$ cat src/rtl/serial_arith_defs.sv
// Shared definitions for the serial arithmetic blocks: FSM state encoding
// and the supported operand width range.
package serial_arith_defs;

  localparam int WIDTH_MIN = 2;
  localparam int WIDTH_MAX = 32;

  typedef logic [1:0] state_t;

  localparam state_t ST_IDLE = 2'd0;
  localparam state_t ST_RUN  = 2'd1;
  localparam state_t ST_DONE = 2'd2;

endpackage

$ cat src/rtl/fa_cell.sv
// One-bit full adder; the only arithmetic in the serial adder.
module fa_cell (
  input  logic x,
  input  logic y,
  input  logic cin,
  output logic s,
  output logic cout
);

  logic p;

  assign p    = x ^ y;
  assign s    = p ^ cin;
  assign cout = (x & y) | (p & cin);

endmodule

$ cat src/rtl/bit_serial_adder.sv
// WIDTH-bit adder that walks the operands LSB-first through a single
// full-adder cell, one bit per clock, then publishes {cout,sum}.
module bit_serial_adder
  import serial_arith_defs::*;
#(
  parameter int WIDTH = 8
) (
  input  logic             clk,
  input  logic             rst_n,
  input  logic             start,
  input  logic [WIDTH-1:0] a,
  input  logic [WIDTH-1:0] b,
  input  logic             cin,
  output logic             busy,
  output logic             done,
  output logic [WIDTH-1:0] sum,
  output logic             cout
);

  localparam int CW = (WIDTH > 1) ? $clog2(WIDTH) : 1;
  localparam logic [CW-1:0] CNT_LAST = CW'(WIDTH - 1);

  state_t           state_q, state_d;
  logic [WIDTH-1:0] a_sh_q, a_sh_d;
  logic [WIDTH-1:0] b_sh_q, b_sh_d;
  logic [WIDTH-1:0] sum_sh_q, sum_sh_d;
  logic [WIDTH-1:0] sum_q, sum_d;
  logic             c_q, c_d;
  logic             cout_q, cout_d;
  logic [CW-1:0]    cnt_q, cnt_d;
  logic             fa_s, fa_c;
  logic             accept;

  fa_cell u_fa (
    .x   (a_sh_q[0]),
    .y   (b_sh_q[0]),
    .cin (c_q),
    .s   (fa_s),
    .cout(fa_c)
  );

  // A new request is taken from IDLE or straight out of DONE, never mid-RUN.
  assign accept = start && (state_q != ST_RUN);

  always_comb begin
    state_d  = state_q;
    a_sh_d   = a_sh_q;
    b_sh_d   = b_sh_q;
    sum_sh_d = sum_sh_q;
    sum_d    = sum_q;
    c_d      = c_q;
    cout_d   = cout_q;
    cnt_d    = cnt_q;

    case (state_q)
      ST_RUN: begin
        a_sh_d   = {1'b0, a_sh_q[WIDTH-1:1]};
        b_sh_d   = {1'b0, b_sh_q[WIDTH-1:1]};
        sum_sh_d = {fa_s, sum_sh_q[WIDTH-1:1]};
        c_d      = fa_c;
        cnt_d    = cnt_q + 1'b1;
        if (cnt_q == CNT_LAST) begin
          state_d = ST_DONE;
          sum_d   = {fa_s, sum_sh_q[WIDTH-1:1]};
          cout_d  = fa_c;
        end
      end
      ST_IDLE, ST_DONE: begin
        state_d = ST_IDLE;
        if (accept) begin
          state_d  = ST_RUN;
          a_sh_d   = a;
          b_sh_d   = b;
          c_d      = cin;
          cnt_d    = '0;
          sum_sh_d = '0;
        end
      end
      default: state_d = ST_IDLE;
    endcase
  end

  always_ff @(posedge clk or negedge rst_n) begin
    if (!rst_n) begin
      state_q  <= ST_IDLE;
      a_sh_q   <= '0;
      b_sh_q   <= '0;
      sum_sh_q <= '0;
      sum_q    <= '0;
      c_q      <= 1'b0;
      cout_q   <= 1'b0;
      cnt_q    <= '0;
    end else begin
      state_q  <= state_d;
      a_sh_q   <= a_sh_d;
      b_sh_q   <= b_sh_d;
      sum_sh_q <= sum_sh_d;
      sum_q    <= sum_d;
      c_q      <= c_d;
      cout_q   <= cout_d;
      cnt_q    <= cnt_d;
    end
  end

  assign busy = (state_q == ST_RUN);
  assign done = (state_q == ST_DONE);
  assign sum  = sum_q;
  assign cout = cout_q;

endmodule

$ cat config.mk
export PLATFORM = sky130hd
export DESIGN_NAME = bit_serial_adder
export DESIGN_NICKNAME = d
export VERILOG_FILES = /design/src/rtl/serial_arith_defs.sv /design/src/rtl/fa_cell.sv /design/src/rtl/bit_serial_adder.sv
export SDC_FILE = /design/constraint.sdc
export NUM_CORES = 1
export LEC_CHECK = 0
export BUFFER_PORTS_ARGS = -buffer_cell sky130_fd_sc_hd__buf_2
export CAP_MARGIN = 20
export CORE_UTILIZATION = 29
export CTS_CLUSTER_SIZE = 40
export DETAILED_ROUTE_END_ITERATION = 16
export GPL_TIMING_DRIVEN = 0
export REMOVE_ABC_BUFFERS = 1
export SLEW_MARGIN = 10
export SYNTH_ARGS = -nofsm -noshare
export SYNTH_HDL_FRONTEND = slang
export SYNTH_HIERARCHICAL = 1
export SYNTH_SLANG_ARGS = --single-unit
export TNS_END_PERCENT = 10
$ cat constraint.sdc
create_clock -name clk -period 3.5 [get_ports clk]
set_input_delay 0.175 -clock clk [delete_from_list [all_inputs] [get_ports clk]]
set_output_delay 0.175 -clock clk [all_outputs]
set_load 0.02 [all_outputs]
==> results.md, run 1 <==
- Result of the run: finished clean
- Chip width: 85.1 um
- Clk sinks: 38
- Area leader, netlist: sky130_fd_sc_hd__dfrtp_1
- Area of the multi-input gates: 946 um^2
- Required time reported for the critical path endpoint: 3.66 ns
- Cell-by-cell listing of the critical path: nand3b_1 > mux2_4
- Number of core rows: 29
- Worst slack after detailed placement: 1.28 ns
- Routing usage on met1: 13.4%
- Critical path's top delay family: flip-flops
- Number of vias per cell after detailed routing: 4.74
- Clock buffer count from CTS: 5
- Most frequent cell after synthesis: sky130_fd_sc_hd__mux2i_1
- Clk_lat worst skew: 0.28 ns
- Post-route cell area: 2240 um^2
- Detailed router's first-iteration violation count: 34
- Lkg Pwr: 1.15 nW
- Cell area reported after detailed placement: 2150 um^2
- Total GRT Usage: 10.5%
- Clock skew after layout: 0.00582 ns
- Maximum fanout along the worst path: 35
- R2R Setup Slk: 1.25 ns
- Number of gates given a new drive strength after cts: 0
- Count of warnings emitted by yosys: 6
- WL/cell: 14.1 um
- Per-instance average area after synthesis: 13.9 um^2
- Post-Route Setup TNS: 0 ns
- Timing-limited maximum frequency: 445 MHz
- Maximum vdd ir drop: 0.231 mV
- RSZ-0062 raised after global routing: no
- Top-Level Pins: 31
- Actual slew at the worst max-slew pin: 0.852 ns
- Dominant synthesized flop cell: sky130_fd_sc_hd__dfrtp_1
- Largest cells by area after synthesis: sky130_fd_sc_hd__dfrtp_1, sky130_fd_sc_hd__mux2i_1, sky130_fd_sc_hd__mux2_4, sky130_fd_sc_hd__a22o_1, sky130_fd_sc_hd__buf_12
- Synthesis-to-layout area growth: 11.6%
- Starting density of the core: 30.8%
- Min Tclk post-route: 2.25 ns
- Worst hold path class: input port to async pin
- Final Worst Setup Slack: 1.25 ns
- Maximum number of pins on one net before global-route repair: 39
- Element type at the critical path end: register
- Port Buf Inserts: 30
- Netlist area before placement: 2000 um^2
- Final Hold Viols: 0
- H-tree levels: 2
- Share of Yosys cell area claimed by the top area cell type: 47.5%
- Synthesis-stage register bit count: 38
- Cell at the slowest stage of the critical path: sky130_fd_sc_hd__dfrtp_2
- Worst hold margin: 0.00492 ns
- CP max stage delay: 0.92 ns
- Worst Setup Start Kind: register
- Synth cell count leaders: sky130_fd_sc_hd__mux2i_1, sky130_fd_sc_hd__dfrtp_1, sky130_fd_sc_hd__mux2_4
- Vias in the first global route: 1269
- Pwr/cell area: 789 nW/um^2
- DRC violations left: 0
- MaxCap Viol Count: 0
- Instance count of the mapped netlist: 144
- Final RePlAce weighted congestion: 0.665
- Flip-flop and latch area: 953 um^2
- Setup bufs post-CTS: 0
- Share of layout cells above drive strength 1: 30.6%
- Area of the core region: 6490 um^2
- Share of synthesized registers carrying an async set or reset: 100%
- Seq/Total Area, Yosys: 47.5%
- Die height: 85.1 um
- Count of different cell masters after synthesis: 22
- Final net count: 193
- Die Outline Area: 7240 um^2
- Met2 usage: 17.4%
- Clock root buffer: sky130_fd_sc_hd__clkbuf_8
- Post-route ant nets: 0
- TritonCTS clock tree: done
- Count of flip-flops with a built-in enable after synthesis: 0
- Crit path arrival time: 2.41 ns
- Number of search-and-repair iterations in the first detailed-routing pass: 4
- Final cycle utilization of the critical path: 64.2%
- CTS Hold Bufs: 0
- Count of buffer and inverter cells on the critical path: 0
- Final Routed Wirelength: 3490 um
- Residual overflow from global routing: 0
- Half-perimeter wire length of the detailed placement result: 2240 um
- Headroom to the max-slew limit: 43.2%
- Total of endpoints with negative setup slack in the final report: 0
- Fin. max-slew vios: 0
- Via count of the routed design: 1172
- Met3 track demand over resource in global routing: 3.02%
- Antenna violations before repair: 0
- Maximum clock insertion buffer count: 2
- Grt peak-use layer: met2
- Antenna diode instance count: 0
- Utilization after layout: 34.4%
- Clock transition at the registers of the reported paths: 0.07 ns
- Setup Crit Path Kind: register to register
- First-pass GRT wire length: 6000 um
- Filler cells: 632
[cells in the final DEF, fill, tap and decap left out]
cell type / n
sky130_fd_sc_hd__a22o_1: 5
sky130_fd_sc_hd__xnor2_1: 1
sky130_fd_sc_hd__nor3b_1: 1
sky130_fd_sc_hd__nor2_1: 2
sky130_fd_sc_hd__nor2b_1: 2
sky130_fd_sc_hd__mux2_2: 3
sky130_fd_sc_hd__ha_1: 2
sky130_fd_sc_hd__a21o_1: 1
sky130_fd_sc_hd__dfrtp_1: 36
sky130_fd_sc_hd__nand2b_1: 4
sky130_fd_sc_hd__mux2i_1: 55
sky130_fd_sc_hd__nand3b_1: 1
sky130_fd_sc_hd__mux2_4: 11
sky130_fd_sc_hd__nand3_1: 2
sky130_fd_sc_hd__clkbuf_8: 6
sky130_fd_sc_hd__dfrtp_2: 2
sky130_fd_sc_hd__o21ai_0: 2
sky130_fd_sc_hd__buf_2: 30
sky130_fd_sc_hd__fa_1: 1
sky130_fd_sc_hd__inv_1: 1
sky130_fd_sc_hd__clkbuf_1: 1
sky130_fd_sc_hd__mux2_1: 1
[final timing paths]
path	cells after the start	startpoint	end
worst min register to register	1	sum[3]	sum[3]
max in group asynchronous	1	rst_n	state_q[1]
worst max register to register	2	state_q[0]	sum[0]
worst min-delay path	1	rst_n	sum[1]
worst max-delay path	2	state_q[0]	sum[0]
min in group clk	3	a[1]	a_sh_q[1]
[power by group]
part	total [mW]	internal, mW	switching, mW
registers	0.834	0.619	0.215
logic	0.635	0.392	0.243
clock network	0.296	0.156	0.139
[worst reg2reg max path, cell delays in order, from the launching register on]
cell	delay, ns
sky130_fd_sc_hd__dfrtp_2	0.92
sky130_fd_sc_hd__nand3b_1	0.70
sky130_fd_sc_hd__mux2_4	0.50
[routing by layer]
layer / vias to the layer above / routed length (um)
met2: 25 / 1580
met5: - / 0
li1: 566 / -
met3: 4 / 141
met1: 577 / 1740
met4: 0 / 29
[logic make-up after synthesis]
logic type / Yosys count / share of synthesized area [%]
adders and majority gates: 3 / 2.25
AOI/OAI and AO/OA: 8 / 3.06
and+or+nand+nor: 12 / 3.50
buffers and inverters: 12 / 5.31
DFF: 38 / 47.5
xor gates and xnor gates: 1 / 0.437
muxes: 70 / 38.0
[through the flow]
step,cells,power (mW)
after CTS,247,1.79
after global placement,240,1.48
final,247,1.76
after detailed placement,240,1.49
after floorplan,133,1.31
after global routing,247,1.90
[area by class of cell]
type                    instances  area share [%]
repair buffers                 30            6.72
flip-flops and latches         38            42.6
well taps                      77            4.31
inverters                       1           0.168
multi-input cells              94            42.3
clock buffers                   7            3.86
[registers in the layout, indices dropped and copies added (netlist names)]
| signal | cells |
|---|---|
| cout | 1 |
| b_sh_q | 8 |
| sum_sh_q | 7 |
| state_q | 2 |
| a_sh_q | 8 |
| sum | 8 |
| c_q | 1 |
| cnt_q | 3 |
No activity file was read; power rests on OpenSTA's default activity.
==> inputs of run 2 (changes only) <==
Clock period 3.5 ns to 1.9 ns, I/O delays scaled along.
==> run 2 against run 1 <==
Against the previous run:
- critical path depth is 1 higher
- non-clock buffer count is 2 higher
- routed wire length down 0.46%
- via count rose by 0.51%
- critical path type unchanged
- hold slack improved by 0.096 ns
- sequential share of layout area decreased by 0.33 points
- clock power grew 83%
- largest power group unchanged
- count of clock-buffer cells in the layout is the same
- fmax grew 27%
- clock skew barely moved
- critical endpoint unchanged
==> results.md, run 2 (same netlist as run 1, synthesis figures left out) <==
- Result of the run: finished clean
- Clock transition at the registers of the reported paths: 0.07 ns
- Post-layout instance count excluding filler cells: 249
- Half-perimeter wire length of the detailed placement result: 2240 um
- Total of endpoints with negative setup slack in the final report: 0
- Fin. max-slew vios: 0
- Clock skew after layout: 0.00537 ns
- Share of layout cells above drive strength 1: 30.8%
- Sw Pwr: 1.10 mW
- Setup Crit Path Kind: register to register
- WL/cell: 13.9 um
- Actual slew at the worst max-slew pin: 0.852 ns
- Number of instances in the placed design: 240
- TritonCTS clock tree: done
- Clk_lat worst skew: 0.28 ns
- Utilization after layout: 34.7%
- Residual overflow from global routing: 0
- Final Hold Viols: 0
- Number of gates given a new drive strength after cts: 0
- Cell-by-cell listing of the critical path: nand3b_1 > buf_4 > mux2_4
- Timing-limited maximum frequency: 565 MHz
- Maximum vdd ir drop: 0.416 mV
- Pwr/cell area: 1440 nW/um^2
- Min Tclk post-route: 1.77 ns
- Die height: 85.1 um
- Cell at the slowest stage of the critical path: sky130_fd_sc_hd__dfrtp_2
- Maximum clock insertion buffer count: 2
- Area of the multi-input gates: 946 um^2
- Worst Setup Start Kind: register
- Post-route cell area: 2250 um^2
- Die Outline Area: 7240 um^2
- Lkg Pwr: 1.16 nW
- Logic gate share of total power: 36.1%
- Headroom to the max-slew limit: 43.2%
- RSZ-0062 raised after global routing: no
- Number of vias per cell after detailed routing: 4.73
- Antenna diode instance count: 0
- Final cycle utilization of the critical path: 93.2%
- Cell internal pwr: 2.15 mW
- Final RePlAce weighted congestion: 0.665
- Via count of the routed design: 1178
- Top-Level Pins: 31
- Chip width: 85.1 um
- Net switching fraction of the power: 33.8%
- H-tree levels: 2
- Clock root buffer: sky130_fd_sc_hd__clkbuf_8
- Clock buffer count from CTS: 5
- Most common cell after layout, fill and taps aside: sky130_fd_sc_hd__mux2i_1
- Synthesis-to-layout area growth: 12.5%
- Area of the core region: 6490 um^2
- Detailed router's first-iteration violation count: 36
- Starting density of the core: 30.8%
- Final Routed Wirelength: 3470 um
- CP max stage delay: 0.89 ns
- Post-Route Setup TNS: 0 ns
- First-pass GRT wire length: 6000 um
- Number of core rows: 29
- Port Buf Inserts: 30
- Maximum fanout along the worst path: 31
- Sequential cell fraction of total power: 47.2%
- Post-route ant nets: 0
- Total GRT Usage: 10.5%
- Relative contribution of the clock network to total power: 16.7%
- DRC violations left: 0
- MaxCap Viol Count: 0
- Required time reported for the critical path endpoint: 2.07 ns
- Total Power Consumption: 3.25 mW
- Vias in the first global route: 1274
- Flip-flop and latch area: 953 um^2
- Antenna violations before repair: 0
- Worst hold path class: input port to register
- Cell area reported after detailed placement: 2150 um^2
- Crit path arrival time: 1.94 ns
- Leading cell types in the layout, fill and taps excluded: sky130_fd_sc_hd__mux2i_1, sky130_fd_sc_hd__dfrtp_1, sky130_fd_sc_hd__buf_2
- Clk sinks: 38
- Filler cells: 631
- Maximum number of pins on one net before global-route repair: 39
- Element type at the critical path end: register
- Number of search-and-repair iterations in the first detailed-routing pass: 4
- Final net count: 195
==> run 2: per-stage QoR <==
| stage | hold WS, ns | setup WS, ns |
|---|---|---|
| after floorplan | -0.201 | -0.336 |
| after global placement | 0.261 | -0.969 |
| after detailed placement | 0.256 | -0.324 |
| after CTS | 0.0893 | 0.119 |
| after global routing | 0.113 | 0.0596 |
| final | 0.101 | 0.130 |
==> run 2: layout make-up <==
cell class | count | share of cell area [%]
Sequential cell | 38 | 42.3
Tap cell | 77 | 4.28
Multi-Input combinational cell | 94 | 42.0
Timing Repair Buffer | 32 | 7.44
Inverter | 1 | 0.167
Clock buffer | 7 | 3.83
==> run 2: worst max-delay path: cells and delay by family (launching register included) <==
family	cells	cell delay [ns]
AND/OR/NAND/NOR	1	0.19
multiplexers	1	0.32
flip-flops	1	0.89
buffers and inverters	1	0.25
==> run 2: layer usage <==
metal	GRT usage, %	up-vias	routed length [um]
li1	-	571	-
met1	13.4	578	1700
met2	17.4	25	1600
met3	3.02	4	140
met4	2.77	0	31
met5	0	-	0
==> run 2: worst paths after layout <==
check | slack [ns] | cells past startpoint | end | from
worst max-delay path | 0.13 | 3 | sum[0] | state_q[1]
worst min-delay path | 0.10 | 3 | a_sh_q[1] | a[1]
worst max register to register | 0.13 | 3 | sum[0] | state_q[1]
worst min register to register | 0.51 | 1 | sum[1] | sum[1]
max in group asynchronous | 0.85 | 2 | state_q[1] | rst_n
min in group asynchronous | 0.46 | 2 | sum[1] | rst_n
==> run 2: timing repair <==
action,CTS,global route
hold endpoints to repair,38,0
hold buffers,1,0
setup endpoints to repair,9,0
buffers inserted,1,0
==> run 2: power by group through the flow <==
stage / clock [mW] / combinational [mW] / sequential, mW
floorplan: 0 / 0.852 / 1.55
global placement: 0 / 1.17 / 1.55
detailed placement: 0 / 1.18 / 1.56
CTS: 0.568 / 1.19 / 1.54
global route: 0.603 / 1.29 / 1.60
finish: 0.543 / 1.17 / 1.53
==> inputs of run 3 (changes only) <==
Settings changed: PLACE_DENSITY_LB_ADDON set to 0.25.
==> run 3 against run 2 <==
Against the previous run:
- clock power is 23% higher
- final cell count is 0.80% higher
- global-route usage increased by 0.41 points
- highest routed layer unchanged
- critical path type unchanged
- first-iteration DRC count is 28% higher
==> results.md, run 3 (same netlist as run 1, synthesis figures left out) <==
- Clock skew after layout: 0.00651 ns
- Maximum fanout along the worst path: 31
- Timing-limited maximum frequency: 562 MHz
- Final cycle utilization of the critical path: 93.6%
- Number of core rows: 29
- Final Worst Setup Slack: 0.121 ns
- Port Buf Inserts: 30
- Required time reported for the critical path endpoint: 2.07 ns
- Pwr/cell area: 1490 nW/um^2
- Result of the run: finished clean
- Filler cells: 628
- Actual slew at the worst max-slew pin: 0.858 ns
- Post-route ant nets: 0
- Detailed router's first-iteration violation count: 46
- Final RePlAce weighted congestion: 0.697
- Total Power Consumption: 3.41 mW
- Final Routed Wirelength: 3550 um
- Chip width: 85.1 um
- Clk_lat worst skew: 0.29 ns
- Lkg Pwr: 1.17 nW
- Area of the multi-input gates: 946 um^2
- Fin. max-slew vios: 0
- Vias in the first global route: 1386
- Worst hold margin: 0.0918 ns
- Total of endpoints with negative setup slack in the final report: 0
- Top-Level Pins: 31
- Number of vias per cell after detailed routing: 4.89
- Final net count: 196
- Antenna diode instance count: 0
- WL/cell: 14.2 um
- Maximum clock insertion buffer count: 2
- Total GRT Usage: 10.9%
- Clock root buffer: sky130_fd_sc_hd__clkbuf_8
- Final Hold Viols: 0
- Crit path arrival time: 1.95 ns
- Area of the core region: 6490 um^2
- Headroom to the max-slew limit: 42.8%
- Flip-flop and latch area: 953 um^2
- Min Tclk post-route: 1.78 ns
- Die Outline Area: 7240 um^2
- Half-perimeter wire length of the detailed placement result: 2340 um
- Clk sinks: 38
- Synthesis-to-layout area growth: 14.0%
- Element type at the critical path end: register
- First-pass GRT wire length: 6270 um
- Die height: 85.1 um
- Via count of the routed design: 1228
- Worst slack after detailed placement: -0.319 ns
- Maximum vdd ir drop: 0.480 mV
- Share of layout cells above drive strength 1: 32.2%
- Leading cell types in the layout, fill and taps excluded: sky130_fd_sc_hd__mux2i_1, sky130_fd_sc_hd__dfrtp_1, sky130_fd_sc_hd__buf_2
- RSZ-0062 raised after global routing: no
- MaxCap Viol Count: 0
- H-tree levels: 2
- DRC violations left: 0
- Most common cell after layout, fill and taps aside: sky130_fd_sc_hd__mux2i_1
- Clock transition at the registers of the reported paths: 0.08 ns
- TritonCTS clock tree: done
- Worst Setup Start Kind: register
- Setup Crit Path Kind: register to register
- Worst hold path class: input port to register
- Clock buffer count from CTS: 5
- Maximum number of pins on one net before global-route repair: 39
- Residual overflow from global routing: 0
- Antenna violations before repair: 0
- Starting density of the core: 30.8%
- Number of search-and-repair iterations in the first detailed-routing pass: 4
run 3: cell types whose count changed in the layout (fill, tap and decap cells not counted):
cell / delta
sky130_fd_sc_hd__clkinv_2: +2
sky130_fd_sc_hd__buf_4: +1
sky130_fd_sc_hd__bufinv_16: +1
sky130_fd_sc_hd__clkbuf_1: -1
sky130_fd_sc_hd__clkbuf_8: -1
run 3: critical path: stages (launching register included):
cell                       delay (ns)
sky130_fd_sc_hd__dfrtp_2         0.91
sky130_fd_sc_hd__nand3b_1        0.22
sky130_fd_sc_hd__buf_4           0.22
sky130_fd_sc_hd__mux2_4          0.31
run 3: where the power goes:
part | leakage [nW] | total, mW | switching, mW | internal, mW
logic | 0.630 | 1.21 | 0.471 | 0.737
clock network | 0.0579 | 0.666 | 0.280 | 0.386
registers | 0.486 | 1.54 | 0.399 | 1.14
total | 1.17 | 3.41 | 1.15 | 2.26
run 3: final cells by class:
| type | count | area share (%) |
|---|---|---|
| Sequential cell | 38 | 41.8 |
| Clock inverter | 3 | 1.75 |
| Multi-Input combinational cell | 94 | 41.4 |
| Tap cell | 77 | 4.22 |
| Inverter | 1 | 0.164 |
| Clock buffer | 5 | 3.01 |
| Timing Repair Buffer | 33 | 7.67 |
run 3: stage by stage:
stage / TNS [ns] / util [%] / instances / cell area [um^2]
6_report: 0 / 35.2 / 251 / 2280
5_1_grt: 0 / 35.2 / 251 / 2280
4_1_cts: 0 / 35.2 / 251 / 2280
3_5_place_dp: -2.81 / 33.1 / 240 / 2150
3_3_place_gp: -9.25 / 33.1 / 240 / 2150
2_1_floorplan: -3.03 / - / 133 / 1900
run 3: layer usage:
layer | part of all wire [%] | up-vias | GRT usage, %
li1 | - | 573 | -
met4 | 1.0 | 0 | 3.24
met2 | 49 | 30 | 19.2
met1 | 44 | 618 | 12.5
met5 | 0 | - | 0
met3 | 5.2 | 7 | 3.79
run 3: what timing repair did:
| action | CTS | global route |
|---|---|---|
| hold buffers | 1 | 0 |
| hold endpoints to repair | 38 | 0 |
| setup endpoints to repair | 9 | 0 |
| resized for setup | 0 | 0 |
| buffers inserted | 2 | 0 |
run 3: final timing paths:
path	startpoint	cells past startpoint	slack [ns]	to
min	a[0]	3	0.09	a_sh_q[0]
max in group asynchronous	rst_n	2	0.85	state_q[1]
min in group asynchronous	rst_n	2	0.46	sum[7]
max reg2reg	state_q[1]	3	0.12	sum[0]
min reg2reg	sum[1]	1	0.51	sum[1]
max	state_q[1]	3	0.12	sum[0]
